**config.mk**
```make
export PLATFORM = sky130hd
export DESIGN_NAME = ft_sprite_seq
export DESIGN_NICKNAME = d
export VERILOG_FILES = /design/src/rtl/ft_sprite_seq.sv
export SDC_FILE = /design/constraint.sdc
export NUM_CORES = 1
export LEC_CHECK = 0
export BUFFER_PORTS_ARGS = -buffer_cell sky130_fd_sc_hd__buf_4
export CAP_MARGIN = 5
export CORE_UTILIZATION = 51
export CTS_BUF_LIST = sky130_fd_sc_hd__clkbuf_16
export DETAILED_ROUTE_END_ITERATION = 12
export PLACE_DENSITY = 0.77
export SYNTH_ARGS = -nofsm -noshare
export SYNTH_HDL_FRONTEND = slang
export SYNTH_SLANG_ARGS = --single-unit
```
**constraint.sdc**
```tcl
create_clock -name clk -period 2.3 [get_ports clk]
set_input_delay 0.46 -clock clk [delete_from_list [all_inputs] [get_ports clk]]
set_output_delay 0.46 -clock clk [all_outputs]
set_load 0.01 [all_outputs]
```
**src/rtl/ft_sprite_seq.sv**
```systemverilog
// ---------------------------------------------------------------------------
// ft_sprite_seq -- front-turbo sprite attribute scan sequencer
//
// Purpose:
//   On a START pulse, walks all 32 sprite entries of the attribute RAM.
//   For each sprite it reads bytes 0..2 (byte 3 is never addressed),
//   assembles the 9-bit X/Y position and holds it steady for the
//   front-turbo comparator. It then issues a one-cycle shift enable
//   (H2n). After every fourth sprite, a one-cycle active-low write
//   strobe (WR0 for sprites 0-15, WR1 for sprites 16-31) is issued with
//   the register-file byte index on {H7,H6}.
//
//   Per-sprite timing: RD0, RD1, RD2, CAP, SHIFT (5 cycles). Every fourth
//   sprite adds one WRITE cycle. A single FIN cycle ends the scan, which
//   lasts 32*5 + 8 + 1 = 169 cycles.
//
// Attribute entry layout (byte index within the 4-byte entry):
//   byte 0 : Y[7:0]
//   byte 1 : bit0 = Y[8], bit1 = X[8], bit7 = hide (only with the hide build)
//   byte 2 : X[7:0]
//   byte 3 : unused, never read
//
// Ports:
//   clk        in   1  system clock, rising edge
//   VIDEO_RST  in   1  synchronous active-high reset
//   START      in   1  one-cycle pulse, begins a scan (ignored while BUSY)
//   SRAM_A     out  7  attribute RAM address {sprite[4:0], byte[1:0]}
//   SRAM_D     in   8  attribute RAM read data, valid one cycle after SRAM_A
//   SPR_1X     out  9  sprite X position to the comparator
//   SPR_1Y     out  9  sprite Y position to the comparator
//   H2n        out  1  active-high one-cycle shift enable
//   H6, H7     out  1  register-file byte index (H6 = LSB), held outside WRITE
//   WR0        out  1  active-low write strobe, bank 0 (sprites 0-15)
//   WR1        out  1  active-low write strobe, bank 1 (sprites 16-31)
//   BUSY       out  1  high from the first RD0 through FIN
//   DONE       out  1  one-cycle pulse in the FIN cycle
//
// Build option:
//   FT_SEQ_HIDE_EN -- when defined, a sprite whose byte 1 has bit 7 set
//   presents 9'h1FF on both SPR_1X and SPR_1Y during its CAP and SHIFT
//   cycles. Timing is identical with or without the option.
// ---------------------------------------------------------------------------
module ft_sprite_seq (
  input  logic       clk,
  input  logic       VIDEO_RST,
  input  logic       START,
  output logic [6:0] SRAM_A,
  input  logic [7:0] SRAM_D,
  output logic [8:0] SPR_1X,
  output logic [8:0] SPR_1Y,
  output logic       H2n,
  output logic       H6,
  output logic       H7,
  output logic       WR0,
  output logic       WR1,
  output logic       BUSY,
  output logic       DONE
);

  // -------------------------------------------------------------------------
  // State encoding
  // -------------------------------------------------------------------------
  localparam logic [2:0] ST_IDLE  = 3'd0;
  localparam logic [2:0] ST_RD0   = 3'd1;
  localparam logic [2:0] ST_RD1   = 3'd2;
  localparam logic [2:0] ST_RD2   = 3'd3;
  localparam logic [2:0] ST_CAP   = 3'd4;
  localparam logic [2:0] ST_SHIFT = 3'd5;
  localparam logic [2:0] ST_WRITE = 3'd6;
  localparam logic [2:0] ST_FIN   = 3'd7;

  localparam logic [4:0] LAST_SPRITE = 5'd31;

  // -------------------------------------------------------------------------
  // State
  // -------------------------------------------------------------------------
  logic [2:0] state_reg;
  logic [2:0] state_next;
  logic [4:0] s_reg;        // sprite counter
  logic [4:0] s_next;
  logic [6:0] sram_a_reg;
  logic [6:0] sram_a_next;
  logic [8:0] spr_x_reg;
  logic [8:0] spr_y_reg;
  logic [1:0] h_idx_reg;    // {H7,H6}

  // Bits of SRAM_D that carry no meaning in this build; folded into a
  // single sink so the unused byte-1 bits are explicitly acknowledged.
  logic unused_sram_bits;
  assign unused_sram_bits = ^SRAM_D[7:2];

  // -------------------------------------------------------------------------
  // Next-state logic
  // -------------------------------------------------------------------------
  always_comb begin
    state_next = state_reg;
    s_next     = s_reg;
    case (state_reg)
      ST_IDLE: begin
        if (START) begin
          s_next     = 5'd0;
          state_next = ST_RD0;
        end
      end
      ST_RD0:  state_next = ST_RD1;
      ST_RD1:  state_next = ST_RD2;
      ST_RD2:  state_next = ST_CAP;
      ST_CAP:  state_next = ST_SHIFT;
      ST_SHIFT: begin
        // Fourth sprite of a group: the shifter now holds four results,
        // so commit them before moving on.
        if (s_reg[1:0] == 2'd3) begin
          state_next = ST_WRITE;
        end else begin
          s_next     = 5'(s_reg + 5'd1);
          state_next = ST_RD0;
        end
      end
      ST_WRITE: begin
        if (s_reg == LAST_SPRITE) begin
          state_next = ST_FIN;
        end else begin
          s_next     = 5'(s_reg + 5'd1);
          state_next = ST_RD0;
        end
      end
      ST_FIN:  state_next = ST_IDLE;
      default: state_next = ST_IDLE;
    endcase
  end

  // -------------------------------------------------------------------------
  // Address generation
  // The address is registered from the next state, so it is valid for the
  // whole RDx cycle and the RAM data arrives in the following cycle. Outside
  // the read states the last address is held.
  // -------------------------------------------------------------------------
  always_comb begin
    sram_a_next = sram_a_reg;
    case (state_next)
      ST_RD0:  sram_a_next = {s_next, 2'd0};
      ST_RD1:  sram_a_next = {s_next, 2'd1};
      ST_RD2:  sram_a_next = {s_next, 2'd2};
      default: sram_a_next = sram_a_reg;
    endcase
  end

  // -------------------------------------------------------------------------
  // Sequential state, address and index registers
  // -------------------------------------------------------------------------
  always_ff @(posedge clk) begin
    if (VIDEO_RST) begin
      state_reg  <= ST_IDLE;
      s_reg      <= 5'd0;
      sram_a_reg <= 7'd0;
      h_idx_reg  <= 2'd0;
    end else begin
      state_reg  <= state_next;
      s_reg      <= s_next;
      sram_a_reg <= sram_a_next;
      // Index is loaded on entry to WRITE and held afterwards.
      if (state_next == ST_WRITE) begin
        h_idx_reg <= s_reg[3:2];
      end
    end
  end

  // -------------------------------------------------------------------------
  // Position capture
  // Data for the address driven in RDn arrives in the next state:
  //   RD1 sees byte 0 (Y low), RD2 sees byte 1 (MSBs), CAP sees byte 2 (X low).
  // The registers simply hold between sprites and after the scan.
  // -------------------------------------------------------------------------
  always_ff @(posedge clk) begin
    if (VIDEO_RST) begin
      spr_x_reg <= 9'd0;
      spr_y_reg <= 9'd0;
    end else begin
      case (state_reg)
        ST_RD1: begin
          spr_y_reg[7:0] <= SRAM_D;
        end
        ST_RD2: begin
          spr_y_reg[8] <= SRAM_D[0];
          spr_x_reg[8] <= SRAM_D[1];
        end
        ST_CAP: begin
          spr_x_reg[7:0] <= SRAM_D;
        end
        default: ;
      endcase
    end
  end

`ifdef FT_SEQ_HIDE_EN
  // -------------------------------------------------------------------------
  // Hide option: byte-1 bit 7 is latched alongside the MSBs and forces the
  // comparator inputs to all-ones while that sprite is being compared.
  // The underlying position registers still capture the real values.
  // -------------------------------------------------------------------------
  logic hide_reg;
  logic hide_active;

  always_ff @(posedge clk) begin
    if (VIDEO_RST) begin
      hide_reg <= 1'b0;
    end else if (state_reg == ST_RD2) begin
      hide_reg <= SRAM_D[7];
    end
  end

  assign hide_active = hide_reg &&
                       ((state_reg == ST_CAP) || (state_reg == ST_SHIFT));

  assign SPR_1X = hide_active ? 9'h1FF : spr_x_reg;
  assign SPR_1Y = hide_active ? 9'h1FF : spr_y_reg;
`else
  assign SPR_1X = spr_x_reg;
  assign SPR_1Y = spr_y_reg;
`endif

  // -------------------------------------------------------------------------
  // Strobes and status
  // All are pure decodes of registered state, so reset drives them to their
  // idle levels on the same edge that returns the machine to IDLE.
  // -------------------------------------------------------------------------
  logic       in_write;
  logic [1:0] wr_n;

  assign in_write = (state_reg == ST_WRITE);

  // Bank select by sprite MSB; at most one bank strobe can be low at a time.
  for (genvar gi = 0; gi < 2; gi++) begin : g_bank
    assign wr_n[gi] = ~(in_write && (s_reg[4] == 1'(gi)));
  end

  assign WR0    = wr_n[0];
  assign WR1    = wr_n[1];
  assign H2n    = (state_reg == ST_SHIFT);
  assign BUSY   = (state_reg != ST_IDLE);
  assign DONE   = (state_reg == ST_FIN);
  assign SRAM_A = sram_a_reg;
  assign H6     = h_idx_reg[0];
  assign H7     = h_idx_reg[1];

endmodule

```
; ---- After elaboration in Yosys (flattened, before gate mapping)
; Cells that the tools add are included.
; W data, S select, Z words.
[classes]
n_bitwise = 3
eq_ne = 13
muxes = 9
div = 0
mul = 0
shifts = 0
reduce_logical = 5
n_lt_le_gt_ge = 0
addsub = 1
[ops]
columns = op, n
row1 = $pmux W3 S8, 1
row2 = $pmux W7 S3, 1
row3 = $eq A3 B3 Y1 const B, 5
row4 = $mux W5, 3
row5 = $pmux W5 S3, 1
row6 = $eq A3 B2 Y1 const B, 4
row7 = $mux W3, 3
row8 = $eq A3 B1 Y1 const B, 2
row9 = $reduce_bool A3 Y1, 2
row10 = $add A5 B1 Y5 const B, 1
row11 = $eq A5 B5 Y1 const B, 1
row12 = $logic_not A3 Y1, 1
row13 = $not A1 Y1, 3
row14 = $eq A2 B2 Y1 const B, 1
row15 = $logic_and A1 B1 Y1, 2
[totals]
latch_bits = 0
elab_cells = 39
mem_bits_rw = 0
reg_bits = 35
input_bits = 11
output_inout_bits = 32
mem_count = 0
rom_bits = 0

; ---- Depth between registers and ports, before layout
; Gate-level depths: netlist of the first run.
[depth]
ltp_word = 5
mapped_depth = 6
ltp_nobuf = 5

; ---- Worst setup path after synthesis of the first run
; Ideal clock, no wire load.
[synth_timing]
path_type = flip-flop to flip-flop
start = reg s_reg[0]
end = reg sram_a_reg[6], in the netlist SRAM_A[6]
period_less_slack_ps = 1642
required_ps = 2169
path_stages_with_launch = 6
setup_slack_ps = 658
t_arrival_ps = 1511
cell_sequence = dfxtp_1 > ha_1 > and4_1 > a32oi_2 > and2_1 > a311oi_1
[synth_via]
elab_chain_len = 5
elab_cells_between_ends = 14
cone_classes = add/sub (1) / eq/ne (5) / mux (7) / reduce/logical (1)
[synth_lines]
columns = element, line
row1 = start: declaration, 79  ; logic [4:0] s_reg;
row2 = start signal: assignment, 159  ; s_reg <= s_next;
row3 = "parallel branches: the longest is 5 deep, another holds $add A5 B1 Y5", n/a
row4 = end signal: assignment, 160  ; sram_a_reg <= sram_a_next;
row5 = end: declaration, 81  ; logic [6:0] sram_a_reg;
; Several ways; the timed one is not identified. The select of a mux whose other input is x is not followed.
; A chain may end at the register's enable or synchronous reset.

; ---- Worst setup path in the final report of the first run
[layout_timing]
start = reg state_reg[1]
end = out WR1
[layout_via]
elab_chain_len = 3
[layout_lines]
columns = element, line
row1 = start: declaration, 77  ; logic [2:0] state_reg;
row2 = start signal: assignment, 158  ; state_reg <= state_next;
row3 = $eq A3 B3 Y1, 230  ; assign in_write = (state_reg == ST_WRITE);
row4 = $logic_and A1 B1 Y1, 234  ; assign wr_n[gi] = ~(in_write && (s_reg[4] == 1'(gi)));
row5 = $not A1 Y1, 234
row6 = end: declaration, 55  ; output logic WR1,
; No other way between the ends.

==> results of run 1 <==
[cell type report]
| cell class | count | area share [%] |
|---|---|---|
| Timing Repair Buffer | 44 | 16.2 |
| Clock inverter | 3 | 0.615 |
| Tap cell | 31 | 1.91 |
| Sequential cell | 35 | 34.4 |
| Inverter | 4 | 0.738 |
| Clock buffer | 5 | 6.15 |
| Multi-Input combinational cell | 139 | 39.9 |
[metal layers]
| metal | wire, µm | global-route usage, % | up-vias |
|---|---|---|---|
| li1 | - | - | 738 |
| met5 | 0 | 0 | - |
| met1 | 1740 | 31.1 | 698 |
| met4 | 73 | 13.6 | 0 |
| met3 | 231 | 6.92 | 9 |
| met2 | 1910 | 41.9 | 57 |
[power by group through the flow]
stage / Combinational (W) / Clock [W] / Sequential [W]
4_1_cts: 0.000185 / 0.000632 / 0.000662
3_3_place_gp: 0.000178 / 0 / 0.000671
5_1_grt: 0.000203 / 0.000660 / 0.000665
6_report: 0.000185 / 0.000623 / 0.000663
3_5_place_dp: 0.000183 / 0 / 0.000673
2_1_floorplan: 0.000116 / 0 / 0.000667
[critical path: stages, from the launching register on]
cell,delay [ns]
dfxtp_1,0.63
buf_4,0.24
nor2b_1,0.30
nand3_1,0.12
buf_4,0.18
[synth_stat cells, types with 2 or more instances]
cell type and count:
a21oi_1 29, xor2_1 2, dfxtp_1 35, and2_1 3
a211oi_1 5, clkbuf_1 6, nand2_1 27, buf_2 4
buf_1 2, o21ai_0 11, nand3b_1 3, ha_1 3
mux2i_1 4, nor2_1 16, inv_1 4, nand4_1 2
o211ai_1 2, nor2b_1 3, and3_1 2, nand2b_1 6
nand3_1 3, nor3b_1 2
[through the flow]
step | total power, W | worst slack (ns) | hold slack, ns | instances | utilization (%)
finish | 0.00147 | 0.0991 | 0.438 | 261 | 71.3
global route | 0.00153 | 0.0250 | 0.446 | 261 | 71.3
CTS | 0.00148 | 0.116 | 0.433 | 261 | 71.3
detailed placement | 0.000857 | 0.347 | 0.448 | 253 | 66.5
global placement | 0.000849 | 0.493 | 0.444 | 253 | 66.5
floorplan | 0.000783 | 0.658 | 0.481 | 191 | -
[logic make-up after synthesis]
| group | Yosys count | synth area share (%) |
|---|---|---|
| buffers and inverters | 17 | 4.80 |
| flip-flops | 35 | 44.1 |
| AO/OA/AOI/OAI | 58 | 22.8 |
| XOR/XNOR | 2 | 1.10 |
| adder cells (fa/ha/maj) | 3 | 2.36 |
| multiplexers | 4 | 2.52 |
| AND/OR/NAND/NOR | 72 | 22.4 |
[worst max-delay path by stage]
stage | start | end | slack [ns] | cells past startpoint
3_3_place_gp | s_reg[0]$_SDFF_PP0_ | SRAM_A[6]$_SDFFE_PP0P_ | 0.49 | 5
6_report | state_reg[1]$_SDFF_PP0_ | WR1 | 0.1 | 4
4_1_cts | state_reg[1]$_SDFF_PP0_ | WR1 | 0.12 | 4
5_1_grt | state_reg[2]$_SDFF_PP0_ | WR0 | 0.03 | 3
3_5_place_dp | s_reg[0]$_SDFF_PP0_ | SRAM_A[4]$_SDFFE_PP0P_ | 0.35 | 5
2_1_floorplan | s_reg[0]$_SDFF_PP0_ | SRAM_A[6]$_SDFFE_PP0P_ | 0.66 | 5
[layout by cell type, fill, tap and decap left out, types with 3 or more instances in the layout]
cell type  instances
mux2i_1            4
nor2_1            16
inv_1              6
a21oi_1           29
buf_4             44
clkbuf_16          5
o21ai_0           11
a211oi_1           5
nand3b_1           3
nand2_1           27
nor2b_1            3
nand2b_1           6
dfxtp_1           35
ha_1               3
nand3_1            3
and2_1             3
==> results by group, run 1 <==
Power
  – Sequential Power Share: 45.1%
  – Clock network power share: 42.4%
  – Int Pwr: 0.00111 W
  – Psw: 0.000360 W
  – Pwr Density: 723 nW/µm²
  – Peak supply drop: 0.663 mV
  – Switching Fraction: 24.5%
  – P_leak: 0.862 nW
  – Comb power frac: 12.6%

Logic synthesis
  – Synth top area share: 44.1%
  – Number of synthesized flops with an enable pin: 0
  – Dominant cell type by area after synthesis: dfxtp_1
  – Yosys reg bits: 35
  – Mapped Cells: 191
  – Register area share after synthesis: 44.1%
  – Top_reg_cell synth: dfxtp_1
  – Mapped cell area: 1590 µm²
  – Share of flip-flops with an asynchronous set or reset: 0%
  – Yosys Warn Count: 0
  – Top post-synthesis cells by area: dfxtp_1, a21oi_1, nand2_1
  – Syn nets: 205
  – Post-synthesis area per instance: 8.32 µm²
  – Post-synthesis cell type count: 39

CTS
  – CTS Buf Count: 5
  – Cts hold-fix bufs: 0
  – Clock Tree Buf Depth: 2
  – Clock Pin Slew Worst Setup and Hold Paths: 0.05 ns
  – Root buffer cell: clkbuf_16
  – # H-tree levels: 2
  – Setup Buffers After CTS: 0
  – Sink Count: 35
  – CTS tree: built
  – Clk_lat worst skew: 0.28 ns
  – Post_cts resized: 0

Floorplanning
  – Die Ht: 57.8 µm
  – Die X: 57.8 µm
  – Core Region: 2850 µm²
  – Row count: 19
  – Initial Util: 55.7%
  – Die area: 3340 µm²
  – I/O pin count: 43

Worst setup path
  – Reg2Reg Setup Slack: 0.30 ns
  – Reg-to-reg startpoint: s_reg[0]$_SDFF_PP0_
  – Critical path peak fanout: 15
  – Crit path capture type: output pin
  – Critical path launch point type: flop
  – Reg2reg end: SRAM_A[3]$_SDFFE_PP0P_
  – WP data required: 1.84 ns
  – Worst Reg-to-Reg Cells: 5
  – Crit path kind: reg -> out
  – CP Data Arrival Time: 1.74 ns

Layout
  – Fin nets: 243
  – Diode count: 0
  – Filler cells: 237
  – Area Growth Syn to Fin: 28.0%
  – Final non-filler cell area: 2030 µm²
  – Register area: 701 µm²
  – Share of cells above drive strength 1: 24.8%
  – Multi-input logic area: 812 µm²

STA
  – RSZ-0062 raised after global routing: no
  – Tmin final: 2.20 ns
  – Peak Freq: 0.454 GHz
  – Slew headroom: 60.2%
  – Hold Fails Final Rpt: 0
  – Final setup vio count: 0
  – Worst-margin pin slew: 0.596 ns
  – Worst Skew: 0.00203 ns
  – Fin crit share: 95.7%
  – Fin. max-slew vios: 0
  – Setup TNS: 0 ns

Hold path
  – Worst Hold Endpoint: SPR_1Y[5]$_SDFFE_PP0P_
  – HP Start: SRAM_D[5]
  – Hold path depth: 3
  – Worst Hold Class: in -> reg

Placement
  – Final HPWL DP: 2750 µm
  – DP Area: 1900 µm²
  – Routability Congestion: 0.888
  – Port Buffers: 42

Outcome
  – Failing checks: design-rule violations
  – Status: finished, violations left

Global routing
  – Largest net degree at the start of global routing: 36
  – GRT Total Usage: 25.7%
  – First-pass GRT wire length: 6430 µm
  – Grt total ovfl: 0
  – Vias in the first global route: 1425
  – Initial antenna violation count: 0

Routing
  – Total wire length: 3960 µm
  – 1st-pass router iterations: 8
  – Final ANT Viol Nets: 0
  – DRC violations left: 2
  – Initial DRC count: 94
  – DR vias/cell: 5.75
  – Wire per inst: 15.2 µm
  – Via count: 1502

Run
  – Max_cap viols: 0
No activity file was read; power rests on OpenSTA's default activity.
==> run 2, diff against run 1 <==
Settings changed: RECOVER_POWER set to 100.
==> run 2 against run 1 <==
  * The flow still finishes with violations (design-rule violations)
  * Highest routed layer unchanged
  * Power is 1.5% lower
  * Register-to-register slack worse by 0.03 ns
  * Final cell count unchanged
  * Critical path depth unchanged
  * Global-route usage unchanged
  * Fmax increased by 2.1%
  * Hold slack improved by 0.0015 ns
  * Setup slack gained 0.045 ns
  * First-iteration DRC count grew 5.3%
==> results by group, run 2 (synthesis gave the netlist of run 1 again) <==
STA
  – Fin crit share: 93.7%
  – Hold Fails Final Rpt: 0
  – Post-layout worst setup margin: 0.144 ns
  – Worst-margin pin slew: 0.596 ns
  – Peak Freq: 0.464 GHz
  – Setup TNS: 0 ns
  – Slew headroom: 60.1%
  – Tmin final: 2.16 ns
  – Worst Skew: 0.00240 ns
  – Final setup vio count: 0
  – RSZ-0062 raised after global routing: no
  – Fin. max-slew vios: 0

Worst setup path
  – Critical path launch point type: flop
  – Reg2reg end: SRAM_A[3]$_SDFFE_PP0P_
  – Reg2Reg Setup Slack: 0.27 ns
  – CP Data Arrival Time: 1.70 ns
  – Max incr delay on CP: 0.62 ns
  – Slowest CP cell: dfxtp_1
  – Critical path peak fanout: 15
  – Critical path depth in cells: 4
  – Reg-to-reg startpoint: s_reg[0]$_SDFF_PP0_
  – WP buf/inv: 2
  – WP data required: 1.84 ns
  – Crit path kind: reg -> out
  – Worst Reg-to-Reg Cells: 5
  – Worst path top cell family by delay: flip-flops
  – Crit-path cells: buf_4, nor2b_1, nand3_1, clkbuf_1
  – Crit path capture type: output pin

Placement
  – Final HPWL DP: 2750 µm
  – Port Buffers: 42
  – Pre-CTS setup slack: 0.347 ns
  – Routability Congestion: 0.888

CTS
  – Clk_lat worst skew: 0.28 ns
  – Sink Count: 35
  – CTS tree: built
  – Root buffer cell: clkbuf_16
  – Clock Tree Buf Depth: 2
  – # H-tree levels: 2
  – CTS Buf Count: 5
  – Setup Buffers After CTS: 0
  – Cts hold-fix bufs: 0
  – Clock Pin Slew Worst Setup and Hold Paths: 0.05 ns
  – Post_cts resized: 0

Floorplanning
  – Die area: 3340 µm²
  – Core Region: 2850 µm²
  – Die Ht: 57.8 µm
  – Row count: 19
  – I/O pin count: 43
  – Die X: 57.8 µm
  – Initial Util: 55.7%

Global routing
  – Grt total ovfl: 0
  – Initial antenna violation count: 0
  – Largest net degree at the start of global routing: 36
  – Vias in the first global route: 1425
  – First-pass GRT wire length: 6430 µm
  – GRT Total Usage: 25.7%

Power
  – Pwr Density: 762 nW/µm²
  – Peak supply drop: 0.660 mV
  – P_leak: 0.719 nW

Hold path
  – HP Start: SRAM_D[5]
  – Hold path depth: 3
  – Worst Hold Class: in -> reg
  – Worst Hold Endpoint: SPR_1Y[5]$_SDFFE_PP0P_

Outcome
  – Failing checks: design-rule violations
  – Status: finished, violations left

Routing
  – 1st-pass router iterations: 10
  – Wire per inst: 15.1 µm
  – Initial DRC count: 99
  – DRC violations left: 2
  – Total wire length: 3940 µm
  – Final ANT Viol Nets: 0
  – Via count: 1492
  – DR vias/cell: 5.72

Layout
  – Multi-input logic area: 803 µm²
  – Fin nets: 243
  – Commonest non-fill, non-tap cell in the layout: dfxtp_1
  – Filler cells: 281
  – Register area: 701 µm²
  – Diode count: 0
  – Share of cells above drive strength 1: 9.57%
  – Area Growth Syn to Fin: 19.7%
  – Most frequent cells in the layout: dfxtp_1, clkbuf_1, a21oi_1, nand2_1, nor2_1

Run
  – Max_cap viols: 0
[run 2: changes by cell type in the layout (fill, tap and decap cells not counted)]
| cell | delta |
|---|---|
| and2_1 | -3 |
| a21boi_1 | -1 |
| buf_4 | -33 |
| and2_0 | +3 |
| a221oi_2 | -1 |
| a21boi_0 | +1 |
| a221oi_1 | +1 |
| nor2_2 | -1 |
| clkbuf_1 | +33 |
| nor2_1 | +1 |
[run 2: cell type report]
type / instances / share of cell area [%]
timing repair buffer: 44 / 10.9
inverter: 4 / 0.789
clock buffer: 5 / 6.58
clock inverter: 3 / 0.658
sequential: 35 / 36.8
tap: 31 / 2.04
multi-input combinational: 139 / 42.2
[run 2: report_power, final]
| part | internal, W | total (W) | switching, W |
|---|---|---|---|
| sequential | 0.000633 | 0.000662 | 0.0000292 |
| clock | 0.000390 | 0.000624 | 0.000233 |
| combinational | 0.0000678 | 0.000164 | 0.0000959 |
[run 2: worst max-delay path by stage]
stage	startpoint	endpoint	slack, ns
final	state_reg[1]$_SDFF_PP0_	WR1	0.14
after global routing	state_reg[2]$_SDFF_PP0_	WR0	0.04
after CTS	state_reg[1]$_SDFF_PP0_	WR1	0.12
after detailed placement	s_reg[0]$_SDFF_PP0_	SRAM_A[4]$_SDFFE_PP0P_	0.35
after global placement	s_reg[0]$_SDFF_PP0_	SRAM_A[6]$_SDFFE_PP0P_	0.49
after floorplan	s_reg[0]$_SDFF_PP0_	SRAM_A[6]$_SDFFE_PP0P_	0.66
[run 2: per-stage QoR]
stage	utilization, %	instances	area, µm²	hold WS (ns)	power, W
floorplan	-	191	1590	0.481	0.000783
global placement	66.5	253	1900	0.444	0.000849
detailed placement	66.5	253	1900	0.448	0.000857
CTS	71.3	261	2030	0.433	0.00148
global route	66.7	261	1900	0.446	0.00151
finish	66.7	261	1900	0.439	0.00145
[run 2: layer usage]
layer	GRT usage, %	part of all wire, %
met1	31.1	46
met2	41.9	48
met3	6.92	4.8
met4	13.6	1.6
met5	0	0
[run 2: worst reg2reg max path: stages, from the launching register on]
cell      delay, ns
dfxtp_1        0.42
ha_1           0.36
and4_1         0.36
a32oi_2        0.22
and2_0         0.31
a211oi_1       0.26
==> run 3, diff against run 2 <==
Settings changed: CORE_UTILIZATION 51 to 49, PLACE_DENSITY 0.77 to 0.74.
==> run 3 against run 2 <==
  * Clock power shrank 0.6%
  * Largest power group unchanged
  * The run now ends clean
  * Count of clock-buffer cells in the layout unchanged
  * Critical path type unchanged
  * Setup slack improved by 0.15 ns
==> results by group, run 3 (synthesis gave the netlist of run 1 again) <==
Worst setup path
  – WP buf/inv: 1
  – Crit path kind: reg -> out
  – Max incr delay on CP: 0.47 ns
  – Slowest CP cell: dfxtp_1
  – Worst Reg-to-Reg Cells: 5
  – Reg2reg end: SRAM_A[3]$_SDFFE_PP0P_
  – Reg-to-reg startpoint: s_reg[0]$_SDFF_PP0_
  – Crit-path cells: nand3b_1, or2_2, clkbuf_1
  – Critical path peak fanout: 19
  – WP data required: 1.84 ns
  – CP Data Arrival Time: 1.55 ns
  – Worst path top cell family by delay: simple AND/OR/NAND/NOR gates
  – Reg2Reg Setup Slack: 0.30 ns
  – Crit path capture type: output pin
  – Critical path depth in cells: 3
  – Critical path launch point type: flop

Layout
  – Share of cells above drive strength 1: 10.0%
  – Fin nets: 243
  – Most frequent cells in the layout: dfxtp_1, clkbuf_1, a21oi_1, nand2_1, nor2_1
  – Area Growth Syn to Fin: 20.8%
  – Commonest non-fill, non-tap cell in the layout: dfxtp_1
  – Diode count: 0
  – Final cell count without fillers: 274

STA
  – Fin. max-slew vios: 0
  – Fin crit share: 87.2%
  – RSZ-0062 raised after global routing: no
  – Peak Freq: 0.499 GHz
  – Hold Fails Final Rpt: 0
  – Worst-margin pin slew: 0.575 ns
  – Post-layout worst setup margin: 0.295 ns
  – Worst Skew: 0.00331 ns
  – Setup TNS: 0 ns
  – Slew headroom: 61.6%
  – Final setup vio count: 0
  – Tmin final: 2.01 ns

Floorplanning
  – Initial Util: 52.0%
  – Die Ht: 58.9 µm
  – Die area: 3470 µm²
  – Core Region: 3050 µm²
  – Die X: 58.9 µm
  – Row count: 20
  – I/O pin count: 43

CTS
  – # H-tree levels: 2
  – Sink Count: 35
  – CTS tree: built
  – Root buffer cell: clkbuf_16
  – Clock Tree Buf Depth: 2
  – Clock Pin Slew Worst Setup and Hold Paths: 0.05 ns
  – Clk_lat worst skew: 0.27 ns
  – Cts hold-fix bufs: 0
  – CTS Buf Count: 5

Hold path
  – Hold path depth: 3
  – Worst Hold Class: in -> reg
  – Worst Hold Endpoint: SPR_1X[4]$_SDFFE_PP0P_
  – HP Start: SRAM_D[4]

Global routing
  – Grt total ovfl: 0
  – GRT Total Usage: 23.4%
  – Largest net degree at the start of global routing: 36
  – First-pass GRT wire length: 6110 µm
  – Initial antenna violation count: 0
  – Vias in the first global route: 1336

Routing
  – Wire per inst: 13.7 µm
  – DR vias/cell: 5.43
  – Via count: 1487
  – Final ANT Viol Nets: 0
  – 1st-pass router iterations: 4
  – DRC violations left: 0
  – Total wire length: 3760 µm
  – Initial DRC count: 53

Power
  – Pwr Density: 751 nW/µm²
  – P_leak: 0.721 nW
  – Peak supply drop: 0.587 mV

Outcome
  – Status: finished, final reports clean

Placement
  – Pre-CTS setup slack: 0.376 ns
  – Routability Congestion: 0.858
  – Port Buffers: 42
  – Post-Place Cells: 266
  – Final HPWL DP: 2570 µm

Run
  – Max_cap viols: 0
## run 3: changes by cell type in the layout (fill, tap and decap cells not counted)
| cell | before | now |
|---|---|---|
| or4b_4 | 1 | 0 |
| dfxtp_1 | 35 | 34 |
| or4b_1 | 0 | 1 |
| buf_4 | 11 | 12 |
| dfxtp_2 | 0 | 1 |
| clkbuf_1 | 33 | 32 |
## run 3: metrics by stage
stage	power [W]	utilization (%)	instance area, µm²	hold slack [ns]
global route	0.00150	62.9	1920	0.452
floorplan	0.000783	-	1590	0.481
detailed placement	0.000854	62.7	1910	0.454
global placement	0.000848	62.7	1910	0.445
CTS	0.00147	67.2	2050	0.443
finish	0.00144	62.9	1920	0.445
## run 3: where the power goes
part	total, W	switching [W]	internal, W	leakage (nW)
clock	0.000620	0.000229	0.000390	0.0762
combinational	0.000158	0.0000935	0.0000650	0.361
sequential	0.000663	0.0000296	0.000633	0.284
## run 3: worst max-delay path by stage
stage,startpoint,endpoint,slack [ns]
6_report,state_reg[0]$_SDFF_PP0_,WR0,0.29
5_1_grt,s_reg[0]$_SDFF_PP0_,SRAM_A[3]$_SDFFE_PP0P_,0.17
4_1_cts,state_reg[1]$_SDFF_PP0_,WR0,0.06
3_5_place_dp,state_reg[1]$_SDFF_PP0_,WR0,0.38
3_3_place_gp,state_reg[1]$_SDFF_PP0_,WR0,0.44
2_1_floorplan,s_reg[0]$_SDFF_PP0_,SRAM_A[6]$_SDFFE_PP0P_,0.66
## run 3: layout make-up
class / count / area [µm²]
multi-input combinational: 139 / 800
tap: 44 / 55.1
inverter: 4 / 15.0
sequential: 35 / 702
clock inverter: 3 / 12.5
clock buffer: 5 / 125
timing repair buffer: 44 / 210
fill: 306 / 1130
## run 3: worst min-delay path: cells and delay by family
kind | cells | cell delay [ns]
AO/OA/AOI/OAI | 1 | 0.05
buffers and inverters | 1 | 0.11
AND/OR/NAND/NOR | 1 | 0.05
## run 3: per-layer routing
layer | GRT usage [%] | part of all wire [%]
met3 | 6.59 | 5.4
met1 | 32.9 | 47
met5 | 0 | 0
met2 | 34.3 | 47
met4 | 8.50 | 0.90
## run 3: timing repair
action,4_1_cts,5_1_grt
gates resized for setup,0,1
setup buffers,0,0
setup endpoints to repair,0,1
